File: src/rtl/mux4_arb_pkg.sv
// Shared definitions for the four-requester round-robin packet arbiter.
package mux4_arb_pkg;

    // Arbiter control states: waiting for a request, or owned by one requester.
    typedef enum logic {
        IDLE = 1'b0,
        BUSY = 1'b1
    } state_t;

    localparam int NUM_REQ   = 4;
    localparam int SEL_W     = 2;
    localparam int DEFAULT_W = 8;

endpackage

File: src/rtl/mux4_w.sv
// W-bit 4:1 multiplexer built as a tree of 2:1 selects, one slice per bit.
module mux4_w #(
    parameter int W = 8
) (
    input  logic [W-1:0] in0,
    input  logic [W-1:0] in1,
    input  logic [W-1:0] in2,
    input  logic [W-1:0] in3,
    input  logic [1:0]   sel,
    output logic [W-1:0] y
);

    generate
        for (genvar gi = 0; gi < W; gi++) begin : g_bit
            logic lo;
            logic hi;
            // First rank picks within each pair on s0, second rank picks the pair on s1.
            assign lo    = sel[0] ? in1[gi] : in0[gi];
            assign hi    = sel[0] ? in3[gi] : in2[gi];
            assign y[gi] = sel[1] ? hi : lo;
        end
    endgenerate

endmodule

File: src/rtl/rr_pick4.sv
// Combinational round-robin picker: returns the first set request bit found
// when scanning ptr, ptr+1, ... modulo 4.
module rr_pick4
    import mux4_arb_pkg::*;
(
    input  logic [NUM_REQ-1:0] req,
    input  logic [SEL_W-1:0]   ptr,
    output logic               found,
    output logic [SEL_W-1:0]   idx
);

    // Requests rotated so that bit 0 is the current highest-priority requester.
    logic [NUM_REQ-1:0] rot;

    generate
        for (genvar gi = 0; gi < NUM_REQ; gi++) begin : g_rot
            assign rot[gi] = req[ptr + SEL_W'(gi)];
        end
    endgenerate

    // Lowest set bit of the rotated vector wins; translate back to an absolute index.
    always_comb begin
        found = |rot;
        idx   = ptr;
        for (int k = NUM_REQ - 1; k >= 0; k--) begin
            if (rot[k]) begin
                idx = ptr + SEL_W'(k);
            end
        end
    end

endmodule

File: src/rtl/mux4_rr_arbiter.sv
// Round-robin packet arbiter driving the select of a shared 4:1 data mux.
// A grant is held from the first beat until the owner's last beat is
// accepted downstream; priority then rotates to the next requester.
module mux4_rr_arbiter
    import mux4_arb_pkg::*;
#(
    parameter int W = DEFAULT_W
) (
    input  logic               clk,
    input  logic               rst,
    input  logic [NUM_REQ-1:0] req,
    input  logic [NUM_REQ-1:0] last,
    input  logic [W-1:0]       in0,
    input  logic [W-1:0]       in1,
    input  logic [W-1:0]       in2,
    input  logic [W-1:0]       in3,
    output logic [NUM_REQ-1:0] in_ready,
    output logic [W-1:0]       out_data,
    output logic               out_valid,
    output logic               out_last,
    input  logic               out_ready,
    output logic [SEL_W-1:0]   sel,
    output logic [NUM_REQ-1:0] grant
);

    state_t             state_reg;
    logic [SEL_W-1:0]   sel_reg;
    logic [SEL_W-1:0]   ptr_reg;
    logic [NUM_REQ-1:0] grant_reg;

    logic               pick_found;
    logic [SEL_W-1:0]   pick_idx;
    logic               busy;
    logic               xfer;

    rr_pick4 u_pick (
        .req   (req),
        .ptr   (ptr_reg),
        .found (pick_found),
        .idx   (pick_idx)
    );

    // Data path is purely combinational from the inputs; only the select is registered.
    mux4_w #(.W(W)) u_mux (
        .in0 (in0),
        .in1 (in1),
        .in2 (in2),
        .in3 (in3),
        .sel (sel_reg),
        .y   (out_data)
    );

    assign busy  = (state_reg == BUSY);
    assign sel   = sel_reg;
    assign grant = grant_reg;
    assign xfer  = out_valid & out_ready;

    // Handshake outputs follow the owner's request; non-owners never see ready.
    always_comb begin
        out_valid = busy & req[sel_reg];
        out_last  = out_valid & last[sel_reg];
        in_ready  = '0;
        if (busy) begin
            in_ready[sel_reg] = out_ready;
        end
    end

    // Arbitration FSM: grant on any request in IDLE, release after the last beat transfers.
    always_ff @(posedge clk or posedge rst) begin
        if (rst) begin
            state_reg <= IDLE;
            sel_reg   <= '0;
            ptr_reg   <= '0;
            grant_reg <= '0;
        end else begin
            case (state_reg)
                IDLE: begin
                    if (pick_found) begin
                        sel_reg   <= pick_idx;
                        grant_reg <= NUM_REQ'(1) << pick_idx;
                        state_reg <= BUSY;
                    end
                end
                BUSY: begin
                    // Owner dropping req or downstream stalling simply holds the grant.
                    if (xfer && out_last) begin
                        ptr_reg   <= sel_reg + SEL_W'(1);
                        grant_reg <= '0;
                        state_reg <= IDLE;
                    end
                end
                default: begin
                    state_reg <= IDLE;
                    grant_reg <= '0;
                end
            endcase
        end
    end

endmodule
File: config.mk
export PLATFORM = sky130hd
export DESIGN_NAME = mux4_rr_arbiter
export DESIGN_NICKNAME = d
export VERILOG_FILES = /design/src/rtl/mux4_arb_pkg.sv /design/src/rtl/mux4_w.sv /design/src/rtl/rr_pick4.sv /design/src/rtl/mux4_rr_arbiter.sv
export SDC_FILE = /design/constraint.sdc
export NUM_CORES = 1
export LEC_CHECK = 0
export CORE_MARGIN = 3
export CORE_UTILIZATION = 31
export CTS_CLUSTER_DIAMETER = 100
export DETAILED_ROUTE_END_ITERATION = 8
export GPL_TIMING_DRIVEN = 0
export PLACE_DENSITY = 0.75
export SETUP_SLACK_MARGIN = 0.4
export SLEW_MARGIN = 15
export SYNTH_ARGS = -nofsm -noshare
export SYNTH_HDL_FRONTEND = slang
export SYNTH_SLANG_ARGS = --single-unit
File: constraint.sdc
create_clock -name clk -period 1.75 [get_ports clk]
set_input_delay 0.4375 -clock clk [delete_from_list [all_inputs] [get_ports clk]]
set_output_delay 0.4375 -clock clk [all_outputs]
set_load 0.05 [all_outputs]
# Word-level counts from Yosys, hierarchy flattened
# Index checks and enable logic that the tools add are counted.
# word_totals
register_bits,9
in_bits,43
out_inout_bits,20
elab_cells,77
# classes
n_reduce_logical,6
n_eq_ne,2
shifts,1
muxes,49
magnitude_cmp,6
n_bitwise,5
addsub,4
# ops
op,count
1-bit two-way mux,33
2-bit by 3-bit less-than comparator with 1-bit output (second input constant),5
1-bit binary-select mux with 2-bit select,6
4-bit two-way mux,3
2-bit two-way mux,4
4-bit case mux with 2 select lines,1
2-bit AND reduction,3
2-bit by 1-bit adder with 2-bit output (second input constant),2
2-bit adder (second input constant),2
4-bit bitwise AND,1
4-bit OR reduction,1
1-bit by 2-bit << shifter with 4-bit output (first input constant),1
1-bit bitwise AND,3
1-bit demux with 2-bit select,1
2-bit by 1-bit >= comparator with 1-bit output (second input constant),1
1-bit logical AND,2
2-bit by 1-bit != test with 1-bit output (second input constant),1
2-bit != test (second input constant),1
1-bit case mux with 2 select lines,1
1-bit inverter,1

# Logic depth before layout (Yosys ltp)
# Gate-level depths: netlist of run 1.
# depth
word_depth,10
ltp_mapped,4
mapped_depth_nobuf,4

# By module
# A second synthesis of run 1 with hierarchy kept.
# unflattened
cells_unflattened,77
area_unflattened_um2,877.1
# by_module_without_submodules
module,instances,cells_per_inst,area_each_um2,seq_area_each_um2
mux4_rr_arbiter,1,51,580.6,225.2
mux4_w,1,10,196.4,0.0
rr_pick4,1,16,100.1,0.0

# Worst setup path after synthesis of run 1
# No wires, ideal clock.
# synth_path
path_kind,reg2out
start,"reg sel_reg[0], in the netlist sel[0]"
end,out out_last
stages_incl_launch_ff,4
n_path_buf,1
slack_ns,-0.622
required_time_ns,1.312
arrival_ns,1.934
path_cell_list,dfrtp_1 > buf_2 > mux4_2 > and3_1
# synth_via
elab_chain_len,4
word_cells_on_any_way,6
cone_classes,mux: 4; bitwise: 2
# synth_lines
item,line,rtl
start: declaration,mux4_rr_arbiter.sv:27,logic [SEL_W-1:0] sel_reg;
start signal: assignment,mux4_rr_arbiter.sv:79,sel_reg <= pick_idx;
1-bit binary-select mux with 2-bit select,mux4_rr_arbiter.sv:60,out_valid = busy & req[sel_reg];
1-bit two-way mux (not written as such),mux4_rr_arbiter.sv:60,
1-bit bitwise AND,mux4_rr_arbiter.sv:60,
1-bit bitwise AND (*),mux4_rr_arbiter.sv:61,out_last = out_valid & last[sel_reg];
end: declaration,mux4_rr_arbiter.sv:20,"output logic out_last,"
# Every way passes the cells marked *; elsewhere a longest branch is shown, timed or not. The select of a mux whose other input is x is not followed.

# Worst setup path in the final report of run 1
# Same ends and word-level chain as after synthesis.

==> results of run 1 <==
[layout make-up]
type                       count  area, µm²
sequential                     9      231.5
tap                           30      37.54
inverter                       5      23.77
buffer                         2      27.53
multi-input combinational     61      732.0
clock buffer                   4      26.28
timing repair buffer          75      775.7
fill                         179      713.2
[cell usage after synthesis (2+ instances only)]
cell type                   instances
sky130_fd_sc_hd__and3_1             5
sky130_fd_sc_hd__and2_1             7
sky130_fd_sc_hd__nand2_1            2
sky130_fd_sc_hd__nor2_1             2
sky130_fd_sc_hd__mux2i_1            2
sky130_fd_sc_hd__o2bb2ai_1          2
sky130_fd_sc_hd__nand3_1            2
sky130_fd_sc_hd__a22o_1             2
sky130_fd_sc_hd__inv_1              5
sky130_fd_sc_hd__ha_1               4
sky130_fd_sc_hd__nor2b_1            2
sky130_fd_sc_hd__dfrtp_1            9
sky130_fd_sc_hd__mux4_2            10
sky130_fd_sc_hd__a21oi_1            4
sky130_fd_sc_hd__o21ai_0            4
[worst register-to-register path: cells and delay by family, from the launching register on]
family | cells | cell delay [ns]
AO/OA/AOI/OAI | 2 | 0.39
buffers and inverters | 4 | 0.41
multiplexers | 1 | 0.55
flip-flops | 1 | 0.51
[final timing paths]
check / start / endpoint / slack [ns] / cells past startpoint
max: sel[0] / out_last / -0.35 / 4
max reg2reg: sel[0] / grant[2] / -0.17 / 7
min in group clk: grant[0] / grant[0] / 0.51 / 1
min reg2reg: grant[0] / grant[0] / 0.51 / 1
min: rst / grant[0] / 0.42 / 2
max in group asynchronous: rst / sel[0] / 1.04 / 2
[power groups by stage]
stage                     sequential [mW]  combinational (mW)  clock (mW)
after global routing                0.452                2.86       0.173
after global placement              0.432                2.10           0
final                               0.436                2.71       0.161
after floorplan                     0.632                1.28           0
after detailed placement            0.436                2.12           0
after CTS                           0.434                2.57       0.163
[kinds of logic (layout without fill, tap and decap cells)]
group | after synthesis | in the layout | share of synthesized area
muxes | 14 | 14 | 0.3238
and+or+nand+nor | 25 | 25 | 0.1748
adders and majority gates | 4 | 4 | 0.05731
DFF | 9 | 9 | 0.2579
AOI/OAI and AO/OA | 18 | 18 | 0.1547
buffers and inverters | 7 | 86 | 0.03151
[repair_timing]
action,CTS,global route
pin swaps,6,2
hold buffers,0,0
setup endpoints to repair,29,28
setup buffers,6,6
resized for setup,164,20
cloned,1,0
[metal layers]
| layer | vias up | wire [µm] | track usage |
|---|---|---|---|
| met1 | 471 | 1166 | 0.2117 |
| met5 | - | 0 | 0 |
| met3 | 4 | 393 | 0.06100 |
| met4 | 0 | 31 | 0.03883 |
| li1 | 463 | - | - |
| met2 | 58 | 1616 | 0.3281 |
==> summary.md, run 1 <==
| Metric | Value |
|---|---|
| Final non-filler cell total | 186 |
| Crit-path max FO | 4 |
| Area enclosed by the die boundary | 3490 µm² |
| Synth top area cells | sky130_fd_sc_hd__dfrtp_1 26%, sky130_fd_sc_hd__mux4_2 26%, sky130_fd_sc_hd__ha_1 5.7% |
| Number of vias after detailed routing | 996 |
| Power dissipated by switching net loads | 1.607 mW |
| CP Launch Type | flop |
| Count of nets after finishing | 204 |
| Overall power consumption | 3.309 mW |
| DRT Wirelength | 3.208 mm |
| Largest register FFs | 4 |
| Placed Cells incl. Taps | 169 |
| Number of DRC violations after detailed-routing iteration 0 | 29 |
| Most instantiated flip-flop cell in the synthesis netlist | sky130_fd_sc_hd__dfrtp_1 |
| Total Negative Setup Slacks | -4.956 ns |
| Insertion delay to the later sink of the worst-skew pair | 0.26 ns |
| Power per unit of standard cell area | 1784 nW/µm² |
| Share of total power consumed by net switching | 0.4857 |
| Gate count after technology mapping | 77 |
| Slew at the pin closest to its max-slew limit | 0.3322 ns |
| Total core area | 2567 µm² |
| Time the final worst path needs with I/O delays and setup | 2.099 ns |
| Growth of design area from synthesis to finish | 112.3% |
| Combinational fraction of design power | 0.820 |
| Number of rows in the core area | 18 |
| Slack of the critical path | -0.3492 ns |
| Register bit count reported by yosys | 9 |
| Violated checks | negative setup slack |
| Rel. slew slack | 0.7783 |
| Antenna Nets Post-Route | 0 |
| Maximum vdd drop | 0.001249 V |
| Remaining routing DRC violations | 0 |
| Total setup violations reported at the end of the flow | 20 |
| Unique cell type count in the Yosys netlist | 30 |
| Reg power frac | 0.132 |
| Remaining global-route overflow | 0 |
| Worst setup path category | reg -> out |
| Initial antenna violation count | 0 |
| Post-Synthesis Cell Area | 873.3 µm² |
| CTS max path bufs | 2 |
| Class of the most critical hold timing path | in -> async |
| Fraction of registers with async set/reset | 1.000 |
| Sum of net half-perimeters after detailed placement | 2.387 mm |
| Cell internal power dissipation | 1.702 mW |
| Required time of the worst setup path | 1.31 ns |
| Run status | finished, violations left |
| Cell with the largest stage delay on the worst path | sky130_fd_sc_hd__dfrtp_4 |
| TritonCTS sink count | 9 |
| Worst Clk Skew | 0.006788 ns |
| Area after DPL | 1587 µm² |
| Most frequent cells in the layout | 35 x sky130_fd_sc_hd__clkdlybuf4s50_1, 15 x sky130_fd_sc_hd__buf_6, 11 x sky130_fd_sc_hd__mux4_2 |
| CP peak stage delay | 0.51 ns |
| Number of top-level design ports | 63 |
| Combined buffer and inverter count along the critical path | 2 |
| Highest attainable clock frequency | 476.4 MHz |
| Post-synth net total | 124 |
| Worst slack, placed | -1.088 ns |
| Final standard cell area without fillers | 1854 µm² |
| EDFF count, synth | 0 |
| Biggest area consumer among synthesized cells | sky130_fd_sc_hd__dfrtp_1 |
| Most common library cell in the layout ignoring fill and taps | sky130_fd_sc_hd__clkdlybuf4s50_1 |
| Final Hold Vio Count | 0 |
| Yosys warning total | 0 |
| Initial Util | 0.3402 |
| Clock slew seen by the registers of the worst setup and hold paths | 0.06 ns |
| Overall Global Routing Usage | 0.1834 |
| Critical Path, Cell by Cell | buf_12 -> mux4_2 -> and3_4 -> buf_8 |
| Worst Hold Margin | 0.4224 ns |
| Number of buffers created by CTS | 3 |
| WL/cell | 17.25 µm |
| Part of the total power dissipated in the clock network | 0.049 |
| First-pass GRT wire length | 4.885 mm |
| Leakage power | 0.7804 nW |
| Part of the Yosys area used for sequential elements | 0.2579 |
| GPL Wtd Cong | 0.7852 |
| Count of port buffers added during placement | 62 |
| Number of maximum-capacitance constraint violations | 0 |
| Fraction of layout instances using a drive strength above 1 | 0.5256 |
| First-pass detailed-route iteration total | 4 |
| CP Data Arrival Time | 1.66 ns |
| Final core occ | 0.7222 |
| Area fraction of the dominant cell type after synthesis | 0.2579 |
| Unrepaired setup endpoints after global routing | true |
| Number of levels in the clock H-tree | 1 |
| Die height | 59.08 µm |
| Diodes inserted | 0 |
| Endpoint type of the worst setup path | output pin |
| Kind of cell with the highest combined delay on the critical path | flip-flops |
| Pin count of the biggest net entering global routing | 11 |
| Routed via count divided by cell count | 5.355 |
| Period Utilization, post-route | 1.200 |
| Die extent in x | 59.08 µm |
| Mean area per synthesized cell | 11.34 µm² |
| Slew Limit Fails | 0 |
| Number of global-route vias before repair | 1009 |
| Clock root buffer master | sky130_fd_sc_hd__clkbuf_4 |
| CTS tree | yes |
(Power assumes the default switching activity.)
==> run 2: changes to the inputs <==
Settings changed: MAX_ROUTING_LAYER set to met4.
==> run 2 against run 1 <==
Net effect:
- the flow still finishes with violations (negative setup slack)
- die area did not move
- routed wire length rose by 0.41%
- sequential power barely moved
- clock power barely moved
- maximum frequency fell by 0.13%
- clock-buffer cell count did not move
- clock skew rose by 0.00075 ns
- final area did not move
- first-iteration DRC count did not move
- register-to-register slack barely moved
- via count fell by 0.90%
- critical path type unchanged
- critical endpoint unchanged
- largest power group unchanged
==> summary.md, run 2 (synthesis gave the netlist of run 1 again) <==
| Metric | Value |
|---|---|
| Power per unit of standard cell area | 1785 nW/µm² (about the same) |
| First-pass GRT wire length | 4.905 mm (+0.41%) |
| DRT Wirelength | 3.221 mm (+0.41%) |
| Pin count of the biggest net entering global routing | 11 (unchanged) |
| Time the final worst path needs with I/O delays and setup | 2.102 ns (+0.002688 ns) |
| Count of port buffers added during placement | 62 (unchanged) |
| Cell depth of the worst flop-to-flop path | 7 (unchanged) |
| Number of global-route vias before repair | 1008 (-0.099%) |
| Leakage power | 0.7804 nW (unchanged) |
| Clock root buffer master | sky130_fd_sc_hd__clkbuf_4 |
| Overall Global Routing Usage | 0.1898 (+0.006352) |
| CTS tree | yes |
| Number of levels in the clock H-tree | 1 (unchanged) |
| Antenna Nets Post-Route | 0 (unchanged) |
| Routed via count divided by cell count | 5.306 (-0.90%) |
| CTS max path bufs | 2 (unchanged) |
| Unrepaired setup endpoints after global routing | true |
| Number of DRC violations after detailed-routing iteration 0 | 29 (unchanged) |
| Number of buffers created by CTS | 3 (unchanged) |
| Number of rows in the core area | 18 (unchanged) |
| CTS hold repair buffers | 0 (unchanged) |
| Highest attainable clock frequency | 475.8 MHz (-0.13%) |
| Remaining global-route overflow | 0 (unchanged) |
| Slew Limit Fails | 0 (unchanged) |
| Rel. slew slack | 0.7783 (about the same) |
| Run status | finished, violations left |
| Diodes inserted | 0 (unchanged) |
| Maximum vdd drop | 0.001248 V (about the same) |
| Sum of net half-perimeters after detailed placement | 2.387 mm (unchanged) |
| Slack of the critical path | -0.3519 ns (-0.002688 ns) |
| Die height | 59.08 µm (unchanged) |
| Slew at the pin closest to its max-slew limit | 0.3323 ns (+0.00008368 ns) |
| Most frequent cells in the layout | 35 x sky130_fd_sc_hd__clkdlybuf4s50_1, 15 x sky130_fd_sc_hd__buf_6, 11 x sky130_fd_sc_hd__mux4_2 |
| First-pass detailed-route iteration total | 4 (unchanged) |
| Worst Clk Skew | 0.007535 ns (+0.0007471 ns) |
| WL/cell | 17.32 µm (+0.41%) |
| Worst slack, placed | -1.088 ns (unchanged) |
| TritonCTS sink count | 9 (unchanged) |
| Most common library cell in the layout ignoring fill and taps | sky130_fd_sc_hd__clkdlybuf4s50_1 |
| Clock slew seen by the registers of the worst setup and hold paths | 0.06 ns (about the same) |
| Area enclosed by the die boundary | 3490 µm² (unchanged) |
| Endpoint type of the worst setup path | output pin |
| Required time of the worst setup path | 1.31 ns (about the same) |
| GPL Wtd Cong | 0.7960 (+1.4%) |
| CP Data Arrival Time | 1.66 ns (about the same) |
| Terminus of the critical flop-to-flop path | grant[2] |
| Period Utilization, post-route | 1.201 (+0.001536) |
| Largest register FFs | 4 (unchanged) |
| Total Negative Setup Slacks | -4.965 ns (-0.009830 ns) |
| Number of fillers in the final layout | 179 (unchanged) |
| Worst setup path category | reg -> out |
| Fraction of layout instances using a drive strength above 1 | 0.5256 (unchanged) |
| Die extent in x | 59.08 µm (unchanged) |
| Remaining routing DRC violations | 0 (unchanged) |
| Class of the most critical hold timing path | in -> async |
| Number of vias after detailed routing | 987 (-0.90%) |
| FF-to-FF setup slack | -0.17 ns (about the same) |
| Final core occ | 0.7222 (unchanged) |
| Initial Util | 0.3402 (unchanged) |
| Insertion delay to the later sink of the worst-skew pair | 0.27 ns (about the same) |
| Count of nets after finishing | 204 (unchanged) |
| Total core area | 2567 µm² (unchanged) |
| Number of top-level design ports | 63 (unchanged) |
| Violated checks | negative setup slack |
| Crit-path max FO | 4 (unchanged) |
| Final Hold Vio Count | 0 (unchanged) |
| Growth of design area from synthesis to finish | 112.3% (unchanged) |
| Total setup violations reported at the end of the flow | 20 (unchanged) |
| Initial antenna violation count | 0 (unchanged) |
| CP Launch Type | flop |
| Number of maximum-capacitance constraint violations | 0 (unchanged) |
| Launch instance of the worst register-to-register path | sel[0] |
run 2: cell counts in the layout (fill, tap and decap cells not counted):
No cell type changed its count.
run 2: how the worst max path moves through the flow:
stage	start	end	slack, ns	cells after the start
final	sel[0]	out_last	-0.35	4
after global routing	sel[0]	in_ready[2]	-0.41	7
after global placement	req[1]	out_last	-1.08	4
after floorplan	sel[0]	out_last	-0.15	3
after CTS	sel[0]	out_last	-0.36	4
after detailed placement	req[1]	out_last	-1.09	4
run 2: critical path, cell delays in order, from the launching register on:
cell and delay (ns):
sky130_fd_sc_hd__dfrtp_4 0.51, sky130_fd_sc_hd__buf_6 0.13, sky130_fd_sc_hd__mux4_2 0.42, sky130_fd_sc_hd__and3_4 0.19, sky130_fd_sc_hd__buf_8 0.14
run 2: where the power goes:
part / switching [mW] / total [mW] / internal (mW)
Sequential: 0.126 / 0.436 / 0.310
Combinational: 1.41 / 2.71 / 1.30
Clock: 0.0750 / 0.163 / 0.0880
Total: 1.61 / 3.31 / 1.70
run 2: metrics by stage:
step                      hold slack, ns  total power [mW]  instance area [µm²]  std cells
after floorplan                   0.2654             1.912                928.4         77
after global placement            0.4765             2.530                 1587        169
after detailed placement          0.4811             2.553                 1587        169
after CTS                         0.4330             3.164                 1778        180
after global routing              0.4575             3.482                 1854        186
final                             0.4187             3.310                 1854        186
run 2: routing by layer:
layer  routed length, µm  track usage
met4                  36      0.03883
met3                 393      0.05882
met5                   0            -
met1                1193       0.2145
met2                1597       0.3297
run 2: what timing repair did:
action | CTS | global route
pin swaps | 6 | 2
buffers inserted | 6 | 6
gates cloned | 1 | 0
hold endpoints to repair | 0 | 0
gates resized for setup | 164 | 20
setup endpoints to repair | 29 | 28
run 2: cell type report:
class,instances,area (µm²),share of cell area
inverter,5,23.77,0.01282
clock buffer,4,26.28,0.01417
tap,30,37.54,0.02024
sequential,9,231.5,0.1248
timing repair buffer,75,775.7,0.4184
multi-input combinational,61,732.0,0.3947
buffer,2,27.53,0.01484
==> patch, RTL diff (config.mk and constraints of run 1) <==
Make the reset (`rst`) synchronous in one clocked block.
--- a/src/rtl/mux4_rr_arbiter.sv
+++ b/src/rtl/mux4_rr_arbiter.sv
@@ -66,7 +66,7 @@
     end
 
     // Arbitration FSM: grant on any request in IDLE, release after the last beat transfers.
-    always_ff @(posedge clk or posedge rst) begin
+    always_ff @(posedge clk) begin
         if (rst) begin
             state_reg <= IDLE;
             sel_reg   <= '0;
Check against the original RTL: differs if rst is asserted again (counterexample within 4 cycles, from zero or initial values and one cycle with rst high); with rst held inactive, the same outputs for 10 cycles.
==> patch against run 1 <==
  * The flow still finishes with violations (setup timing)
  * Largest cell class unchanged
  * Register-to-register slack improved by 0.24 ns
  * Critical path type unchanged
  * Critical endpoint unchanged
  * Sequential cell count did not move
  * Area after synthesis fell by 10%
  * Worst setup slack improved by 0.12 ns
  * Routed wire length fell by 1.6%
  * Design area fell by 3.4%
  * Fmax rose by 5.8%
  * Highest routed layer unchanged
Power is left out: it rests on default switching activity, and per cell area and clock period it moved more than threefold.
==> patch: results (changes against run 1) <==
Worst Path Arrival -> 1.55 ns (was 1.66 ns)
PortBufs -> 61 (was 62)
setup ws final -> -0.234 ns (was -0.349 ns)
top cells by count, synth -> mux4_2 (10), dfxtp_1 (9), a21oi_1 (8), nor2_1 (6) (was mux4_2 (10), dfrtp_1 (9), and2_1 (7), and3_1 (5), inv_1 (5))
GPL Wtd Cong -> 0.790 (was 0.785)
failing checks -> setup timing (unchanged)
Net Count, Synth -> 126 (was 124)
Crit-path slowest cell -> mux4_2 (was dfrtp_4)
worst-margin pin slew -> 0.495 ns (was 0.332 ns)
worst reg2reg startpoint -> sel[0] (unchanged)
CP max FO -> 5 (was 4)
Routed Wire Length -> 3160 um (was 3210 um)
RR Endpoint -> grant[2] (unchanged)
layout cells sized above 1 -> 50.0% (was 52.6%)
Setup Total Neg Slack -> -2.22 ns (was -4.96 ns)
HPWL reported at the end of detailed placement -> 2180 um (was 2390 um)
final clock skew -> 0.00390 ns (was 0.00679 ns)
Post-synth ARST share -> 0% (was 100%)
# fillers -> 152 (was 179)
Hold WC Path Type -> flop to flop (was input port to asynchronous set/reset pin)
Netlist cell types -> 28 (was 30)
final setup vio count -> 13 (was 20)
Place WS -> -1.11 ns (was -1.09 ns)
first-pass GRT wire length -> 4860 um (was 4890 um)
status -> finished with violations (unchanged)
-- patch: cell types whose count changed after synthesis, sizes merged, moves of 3 or more --
cell,before,now
and2,7,1
nor2,2,6
dfxtp,0,9
dfrtp,9,0
a21oi,5,9
nand2,2,5
nand3b,0,3
nand3,2,5
-- patch: how the worst max path moves through the flow --
stage	from	endpoint	slack [ns]	depth (start not counted)
after global routing	sel[0]	out_last	-0.28	3
after global placement	req[3]	out_last	-1.07	4
final	sel[0]	out_last	-0.23	3
after floorplan	sel[0]	out_data[0]	0.0003	2
after detailed placement	req[3]	out_last	-1.11	4
after CTS	sel[0]	out_last	-0.28	3
-- patch: kinds of logic (layout without fill, tap and decap cells) --
group / count (synthesis) / in the layout / share of synthesized area (%)
muxes: 11 / 11 / 29.9
and+or+nand+nor: 30 / 30 / 22.5
adders and majority gates: 4 / 4 / 6.37
AOI/OAI and AO/OA: 17 / 17 / 14.3
DFF: 9 / 9 / 22.9
buffers and inverters: 8 / 87 / 3.98
-- patch: cell type report --
| cell class | count | area (um^2) | area share [%] |
|---|---|---|---|
| Inverter | 4 | 17.5 | 0.978 |
| Sequential cell | 9 | 191 | 10.7 |
| Tap cell | 28 | 35.0 | 1.96 |
| Multi-Input combinational cell | 62 | 674 | 37.6 |
| Buffer | 4 | 43.8 | 2.44 |
| Clock buffer | 4 | 26.3 | 1.47 |
| Timing Repair Buffer | 75 | 803 | 44.8 |
-- patch: routing by layer --
layer,GRT usage (%),wire length [um],up-vias
met4,1.02,21,0
li1,-,-,459
met5,0,0,-
met2,36.7,1800,30
met3,2.99,131,2
met1,22.7,1210,486
-- patch: metrics by stage --
step | area [um^2] | cells | hold slack, ns
after detailed placement | 1500 | 168 | 0.464
after global placement | 1500 | 168 | 0.449
after global routing | 1790 | 186 | 0.491
after floorplan | 857 | 79 | 0.520
after CTS | 1660 | 181 | 0.462
final | 1790 | 186 | 0.467
-- patch: timing repair --
item / 4_1_cts / 5_1_grt
gates resized for setup: 162 / 26
pin swaps: 4 / 5
hold buffers: 0 / 0
buffers inserted: 9 / 5
hold endpoints to repair: 0 / 0
setup endpoints to repair: 29 / 25
-- patch: worst min-delay path, delay by kind of cell (launching register included) --
family / cells / cell delay (ns)
DFF: 1 / 0.32
AOI/OAI and AO/OA: 1 / 0.04
and+or+nand+nor: 1 / 0.06
